[src/rtl/abnormality_alarm_controller.sv]
// ---------------------------------------------------------------------------
// abnormality_alarm_controller
//
// Purpose:
//   Sits downstream of the temperature, pressure and blood-sugar analyzers.
//   Each combinational abnormality flag is debounced into a "qualified" flag.
//   Any qualified flag raises a latched alarm that holds until a caregiver
//   acknowledges it. The controller remembers which vital signs caused the
//   alarm and, while the alarm is unacknowledged, re-pulses the alert
//   periodically so the display/alert logic keeps nagging.
//
// Parameters:
//   DEBOUNCE_CYCLES  consecutive high samples needed to qualify a flag (>=1)
//   REALERT_CYCLES   spacing in cycles of repeated alarm pulses (>=2)
//
// Ports:
//   i_clk                     system clock, rising edge
//   i_resetN                  asynchronous active-low reset
//   i_temperatureAbnormality  raw flag from the temperature analyzer
//   i_pressureAbnormality     raw flag from the pressure analyzer
//   i_bloodSugarAbnormality   raw flag from the blood-sugar analyzer
//   i_ack                     caregiver acknowledge (level)
//   o_alarm                   high while an unacknowledged alarm is active
//   o_alarmPulse              one-cycle strobe on alarm entry and each re-alert
//   o_alarmCause[2:0]         sticky causes: bit0 temp, bit1 pressure, bit2 sugar
//   o_qualified[2:0]          current debounced flags, same bit order
//
// All outputs come straight from flops; there is no combinational path from
// any input to any output.
// ---------------------------------------------------------------------------
module abnormality_alarm_controller #(
    parameter int DEBOUNCE_CYCLES = 4,
    parameter int REALERT_CYCLES  = 1000
) (
    input  logic       i_clk,
    input  logic       i_resetN,
    input  logic       i_temperatureAbnormality,
    input  logic       i_pressureAbnormality,
    input  logic       i_bloodSugarAbnormality,
    input  logic       i_ack,
    output logic       o_alarm,
    output logic       o_alarmPulse,
    output logic [2:0] o_alarmCause,
    output logic [2:0] o_qualified
);

    localparam int CNT_W = $clog2(DEBOUNCE_CYCLES + 1);
    localparam int TMR_W = $clog2(REALERT_CYCLES);

    localparam logic [CNT_W-1:0] CNT_MAX  = CNT_W'(DEBOUNCE_CYCLES);
    localparam logic [CNT_W-1:0] CNT_LAST = CNT_W'(DEBOUNCE_CYCLES - 1);
    localparam logic [CNT_W-1:0] CNT_ONE  = CNT_W'(1);
    localparam logic [TMR_W-1:0] TMR_LAST = TMR_W'(REALERT_CYCLES - 1);
    localparam logic [TMR_W-1:0] TMR_ONE  = TMR_W'(1);

    typedef enum logic [1:0] {
        IDLE  = 2'd0,
        ALERT = 2'd1,
        ACKED = 2'd2
    } state_t;

    logic [2:0]       w_flags;
    logic [CNT_W-1:0] r_cnt [3];
    logic [2:0]       r_qualified;

    state_t           r_state;
    state_t           w_nextState;
    logic [2:0]       r_cause;
    logic [2:0]       w_nextCause;
    logic [TMR_W-1:0] r_timer;
    logic [TMR_W-1:0] w_nextTimer;
    logic             w_nextPulse;
    logic             r_pulse;
    logic             r_alarm;
    logic [2:0]       w_newCause;

    assign w_flags = {i_bloodSugarAbnormality, i_pressureAbnormality,
                      i_temperatureAbnormality};

    // Debounce: each channel counts consecutive high samples and saturates.
    // The qualified bit is set on the same edge the count reaches its limit
    // (i.e. when the pre-edge count is one short), and stays set while the
    // count sits saturated. A single low sample clears both at once.
    always_ff @(posedge i_clk or negedge i_resetN) begin
        if (!i_resetN) begin
            for (int i = 0; i < 3; i++) begin
                r_cnt[i] <= '0;
            end
            r_qualified <= '0;
        end else begin
            for (int i = 0; i < 3; i++) begin
                if (w_flags[i]) begin
                    if (r_cnt[i] != CNT_MAX) begin
                        r_cnt[i] <= r_cnt[i] + CNT_ONE;
                    end
                    r_qualified[i] <= (r_cnt[i] == CNT_LAST) ||
                                      (r_cnt[i] == CNT_MAX);
                end else begin
                    r_cnt[i]       <= '0;
                    r_qualified[i] <= 1'b0;
                end
            end
        end
    end

    // Qualified bits that are not yet part of the remembered cause; only
    // these can pull an acknowledged alarm back into ALERT.
    assign w_newCause = r_qualified & ~r_cause;

    // Next-state logic. The FSM reacts to the registered qualified flags, so
    // the alarm rises one edge after a flag qualifies. In ALERT an ack always
    // wins over a simultaneous new cause: the cause is absorbed into the
    // sticky set, which is why it can no longer trigger re-entry later.
    always_comb begin
        w_nextState = r_state;
        w_nextCause = r_cause;
        w_nextTimer = r_timer;
        w_nextPulse = 1'b0;

        case (r_state)
            IDLE: begin
                w_nextCause = '0;
                if (r_qualified != 3'b000) begin
                    w_nextState = ALERT;
                    w_nextCause = r_qualified;
                    w_nextTimer = '0;
                    w_nextPulse = 1'b1;
                end
            end

            ALERT: begin
                w_nextCause = r_cause | r_qualified;
                if (i_ack) begin
                    w_nextState = ACKED;
                    w_nextTimer = '0;
                end else if (r_timer == TMR_LAST) begin
                    // Wrapping here puts each re-alert exactly REALERT_CYCLES
                    // edges after the previous pulse.
                    w_nextTimer = '0;
                    w_nextPulse = 1'b1;
                end else begin
                    w_nextTimer = r_timer + TMR_ONE;
                end
            end

            ACKED: begin
                if (w_newCause != 3'b000) begin
                    w_nextState = ALERT;
                    w_nextCause = r_cause | r_qualified;
                    w_nextTimer = '0;
                    w_nextPulse = 1'b1;
                end else if (r_qualified == 3'b000) begin
                    w_nextState = IDLE;
                    w_nextCause = '0;
                end
            end

            default: begin
                w_nextState = IDLE;
                w_nextCause = '0;
                w_nextTimer = '0;
            end
        endcase
    end

    // State and output registers. The alarm flop is loaded from the next
    // state so it is a true register aligned with the state change.
    always_ff @(posedge i_clk or negedge i_resetN) begin
        if (!i_resetN) begin
            r_state <= IDLE;
            r_cause <= '0;
            r_timer <= '0;
            r_pulse <= 1'b0;
            r_alarm <= 1'b0;
        end else begin
            r_state <= w_nextState;
            r_cause <= w_nextCause;
            r_timer <= w_nextTimer;
            r_pulse <= w_nextPulse;
            r_alarm <= (w_nextState == ALERT);
        end
    end

    assign o_alarm      = r_alarm;
    assign o_alarmPulse = r_pulse;
    assign o_alarmCause = r_cause;
    assign o_qualified  = r_qualified;

endmodule
[config.mk]
export PLATFORM = sky130hd
export DESIGN_NAME = abnormality_alarm_controller
export DESIGN_NICKNAME = d
export VERILOG_FILES = /design/src/rtl/abnormality_alarm_controller.sv
export SDC_FILE = /design/constraint.sdc
export NUM_CORES = 1
export LEC_CHECK = 0
export CORE_MARGIN = 10
export CORE_UTILIZATION = 35
export DETAILED_ROUTE_END_ITERATION = 12
export GPL_TIMING_DRIVEN = 0
export PLACE_DENSITY = 0.53
export SYNTH_ARGS = -nofsm -noshare
export SYNTH_HDL_FRONTEND = slang
export SYNTH_SLANG_ARGS = --single-unit
[constraint.sdc]
create_clock -name i_clk -period 3.94 [get_ports i_clk]
set_input_delay 0.788 -clock i_clk [delete_from_list [all_inputs] [get_ports i_clk]]
set_output_delay 0.788 -clock i_clk [all_outputs]
set_load 0.03 [all_outputs]
== After elaboration in Yosys (flattened, before gate mapping) ==
Cells that the tools add are included.
Storage, ports and cells
  input bits: 6
  output and inout bits: 8
  flip-flop bits (word level): 29
Operators by class
  multiplexer cells: 28
  equality and inequality tests: 19
  add/subtract/negate cells: 4
  bitwise operators: 3
  reduce and logical (&&, ||, !) cells: 8
Operator list (number)
  $mux W10: 4
  $pmux W10 S3: 1
  $mux W3: 9
  $ne A3 B3 Y1 const B: 4
  $add A10 B1 Y10 const B: 1
  $eq A10 B10 Y1 const B: 1
  $add A3 B1 Y3 const B: 3
  $eq A3 B2 Y1 const B: 3
  $eq A3 B3 Y1 const B: 3
  $pmux W3 S3: 1
  $mux W2: 4
  $mux W1: 7
  $ne A2 B1 Y1 const B: 3
  $pmux W2 S3: 1
  $reduce_bool A3 Y1: 2
  $eq A2 B1 Y1 const B: 2
  $ne A2 B2 Y1 const B: 2
  $and A3 B3 Y3: 1
  $logic_not A3 Y1: 1
  $logic_or A1 B1 Y1: 3
  $not A3 Y3: 1
  $or A3 B3 Y3: 1
  $pmux W1 S3: 1
  $eq A2 B2 Y1 const B: 1
  other kinds (2): 2

== Longest topological paths before layout ==
  depth after elaboration: 6
  depth in mapped cells: 6

== Least setup slack after synthesis ==
OpenSTA, ideal clock, no wires.
  kind: in2reg
  start: input i_ack
  end: register r_timer[9]
  setup time: 0.065 ns
  required time: 3.875 ns
  path slack: 2.285 ns
  stages: 4
  data arrival time: 1.590 ns
  cell sequence: or3_1 -> buf_6 -> nor4_1 -> a211o_1
On the way
  longest elaborated chain between the ends: 2
RTL lines
  start: declaration: RTL line 40  | input logic i_ack,
  $mux W10: RTL line 133  | if (i_ack) begin
  $pmux W10 S3: RTL line 120  | case (r_state)
  end signal: assignment: RTL line 178  | r_timer <= w_nextTimer;
  end: declaration: RTL line 70  | logic [TMR_W-1:0] r_timer;
No other way between the ends.
A chain may end at the register's enable or synchronous reset.

== Worst setup path after layout ==
  start: register r_qualified[2], in the netlist o_qualified[2]
  end: output o_qualified[2]
RTL lines
  start: declaration: RTL line 64  | logic [2:0] r_qualified;
  start signal: indexed assignment: RTL line 96  | r_qualified[i] <= (r_cnt[i] == CNT_LAST) ||
  end: declaration: RTL line 44  | output logic [2:0] o_qualified
No word-level cell between the ends.

==> summary.md <==
| Metric | Value |
|---|---|
| Synth top area share | `47.9%` |
| Post-CTS setup buffer count | `0` |
| Max clock buf depth | `2` |
| ANT nets after route | `0` |
| Setup Skew | `between 0.004 and 0.005 ns` |
| Initial antenna violation count | `0` |
| Fill count | `roughly 400` |
| Main synth FF type | `dfrtp_1` |
| Wire length per cell | `13.7 um` |
| Clk sinks | `29` |
| Input/output buffers | `13` |
| Worst Setup End Kind | `primary output` |
| #FFs+latches synth | `29` |
| Crit Path Category | `reg2out` |
| Register area share after synthesis | `between 40% and 50%` |
| Tot GR Track Use | `roughly 8.7%` |
| Htree depth | `2` |
| Number of global-route vias before repair | `between 1000 and 1500` |
| Slew Viols, Final | `0` |
| Pre-CTS setup slack | `around 1.5 ns` |
| Type of the worst min-delay path | `reg2reg` |
| Core box area | `~4100 um^2` |
| DR iter-0 viols | `between 100 and 150` |
| Die Ht | `roughly 86 um` |
| First-pass detailed-route iteration total | `4` |
| Crit-path cells | `clkdlybuf4s50_1` |
| Max VDD drop | `between 0.15 and 0.2 mV` |
| Post-synthesis async set-or-reset flop share | `100%` |
| Tcrit/Tclk final | `a little under three fifths` |
| Startpoint Class | `register` |
| Gate Count Post-Synth | `150` |
| Max Fclk | `456 MHz` |
| GPL Wtd Cong | `0.818` |
| Clock latency at the later pin of the worst-skew pair | `between 0.2 and 0.3 ns` |
| Delay-heaviest family, CP | `buffers and inverters` |
| Clk root buf | `clkbuf_8` |
| Final nets | `about 180` |
| Hold-fix buffers, CTS | `0` |
| Count leader, synth | `dfrtp_1` |
| Slew at the pin closest to its max-slew limit | `~0.66 ns` |
| Clk slew on worst S/H paths | `approximately 0.060 ns` |
| Max-Cap Viols | `0` |
| Share of post-route cells with drive strength above 1 | `between 10% and 20%` |
| DR vias/cell | `approximately 5.4` |
| Fin crit period | `roughly 2.2 ns` |
| Worst Path Arrival | `~1.4 ns` |
| Final core occ | `approximately 44%` |
| Area leader, netlist | `dfrtp_1` |
| Die Span X | `85.8 um` |
| Worst Slack Setup Final | `roughly 1.7 ns` |
| DP Wirelength | `2130 um` |
| Relative slew margins | `55.9%` |
| Yosys cell types | `36` |
| Leakage power | `between 0.8 and 0.9 nW` |
| Total Wirelength | `3040 um` |
| ANT cells | `0` |
| # setup viols final | `0` |
| Area of the mapped netlist | `~1500 um^2` |
| Reg2Reg Setup Slack | `~2.2 ns` |
| Final hold slack | `a little over 0.5 ns` |
| Synth area leaders | `dfrtp_1 (48%), ha_1 (5.8%), a211o_1 (4.0%), a21boi_0 (3.0%), and3_1 (2.9%)` |
| Power per Cell Area | `approximately 520 nW/um^2` |
| Synth warn | `0` |
| IO Count | `14` |
| First-pass GRT wire length | `5220 um` |
| Crit-path max FO | `5` |
| Die area | `about 7400 um^2` |
| Largest net degree at the start of global routing | `30` |
| CP max stage cell | `clkdlybuf4s50_1` |
| Critical path's largest stage delay | `0.71 ns` |
| Post-CTS Resized | `0` |
| RSZ-0062 raised after global routing | `false` |
| Starting Density | `between 30% and 40%` |
| Rows | `23` |
| Number of enable flip-flop cells after synthesis | `0` |
| Worst EP required | `between 3 and 4 ns` |
| Congestion Overflow GR | `0` |
| Post-synth top cells | `dfrtp_1 (29), nand2_1 (11), inv_1 (9)` |
| CTS Buf Count | `5` |
| Setup TNS | `0 ns` |
| Vias | `around 1200` |
| TritonCTS clock tree | `yes` |
| Hold violation count in the final report | `0` |
| Bufs and invs on worst path | `1` |
| P&R area growth vs syn | `19.1%` |
| DRC | `0` |
| Synth Net Count | `between 150 and 200` |
| Mean post-synth cell area | `10.1 um^2` |
| Status | `complete, no violations` |
placed cells by master, fill, tap and decap left out, drive strengths merged, types with 4 or more instances in the layout:
cell type / count
a211o: 7
a21boi: 6
a21oi: 5
and2: 4
and3: 9
buf: 4
clkbuf: 7
clkdlybuf4s50: 12
dfrtp: 29
ha: 7
inv: 10
nand2: 11
nand2b: 7
nand3: 7
nor2: 5
nor3: 6
o21ai: 5
registers in the layout, summed over array words and instances, names as in the netlist:
register	flops
o_qualified	3
r_state	2
r_timer	10
o_alarmCause	3
o_alarm	1
r_cnt	9
o_alarmPulse	1
worst paths after layout:
path                                      from             end  cells past startpoint
min in group asynchronous             i_resetN         o_alarm                      1
worst max-delay path            o_qualified[2]  o_qualified[2]                      1
worst max register to register      r_timer[1]      r_timer[6]                      5
max in group asynchronous             i_resetN        r_cnt[1]                      1
worst min-delay path                  r_cnt[8]        r_cnt[8]                      1
worst min register to register        r_cnt[8]        r_cnt[8]                      1
report_power, final:
group | switching [mW] | internal [mW]
Combinational | 0.164 | 0.123
Sequential | 0.0341 | 0.341
Clock | 0.115 | 0.158
stage by stage:
stage                     total power, mW  instance area, um^2  cells
after CTS                           0.949                 1810    221
after detailed placement            0.671                 1710    213
after floorplan                     0.577                 1520    150
after global placement              0.659                 1710    213
final                               0.934                 1800    221
after global routing                0.995                 1800    221
layout make-up:
| cell class | count | area [um^2] | share of cell area [%] |
|---|---|---|---|
| buffer | 3 | 27.5 | 1.53 |
| clock buffer | 7 | 96.3 | 5.34 |
| clock inverter | 1 | 5.00 | 0.277 |
| inverter | 10 | 37.5 | 2.08 |
| multi-input combinational | 108 | 724 | 40.2 |
| sequential | 29 | 726 | 40.2 |
| tap | 50 | 62.6 | 3.47 |
| timing repair buffer | 13 | 125 | 6.93 |
metal layers:
layer | up-vias | GRT usage (%) | routed length (um)
li1 | 587 | - | -
met1 | 555 | 9.84 | 1440
met2 | 40 | 13.7 | 1360
met3 | 8 | 3.88 | 171
met4 | 0 | 4.19 | 57
met5 | - | 0 | 0
kinds of logic after synthesis:
| logic type | Yosys count | share of synthesized area [%] |
|---|---|---|
| AOI/OAI and AO/OA | 36 | 17.1 |
| xor gates and xnor gates | 3 | 1.73 |
| DFF | 29 | 47.9 |
| and+or+nand+nor | 61 | 22.5 |
| adders and majority gates | 7 | 5.78 |
| buffers and inverters | 13 | 4.29 |
| muxes | 1 | 0.743 |
Power figures use the tool's default switching activity.
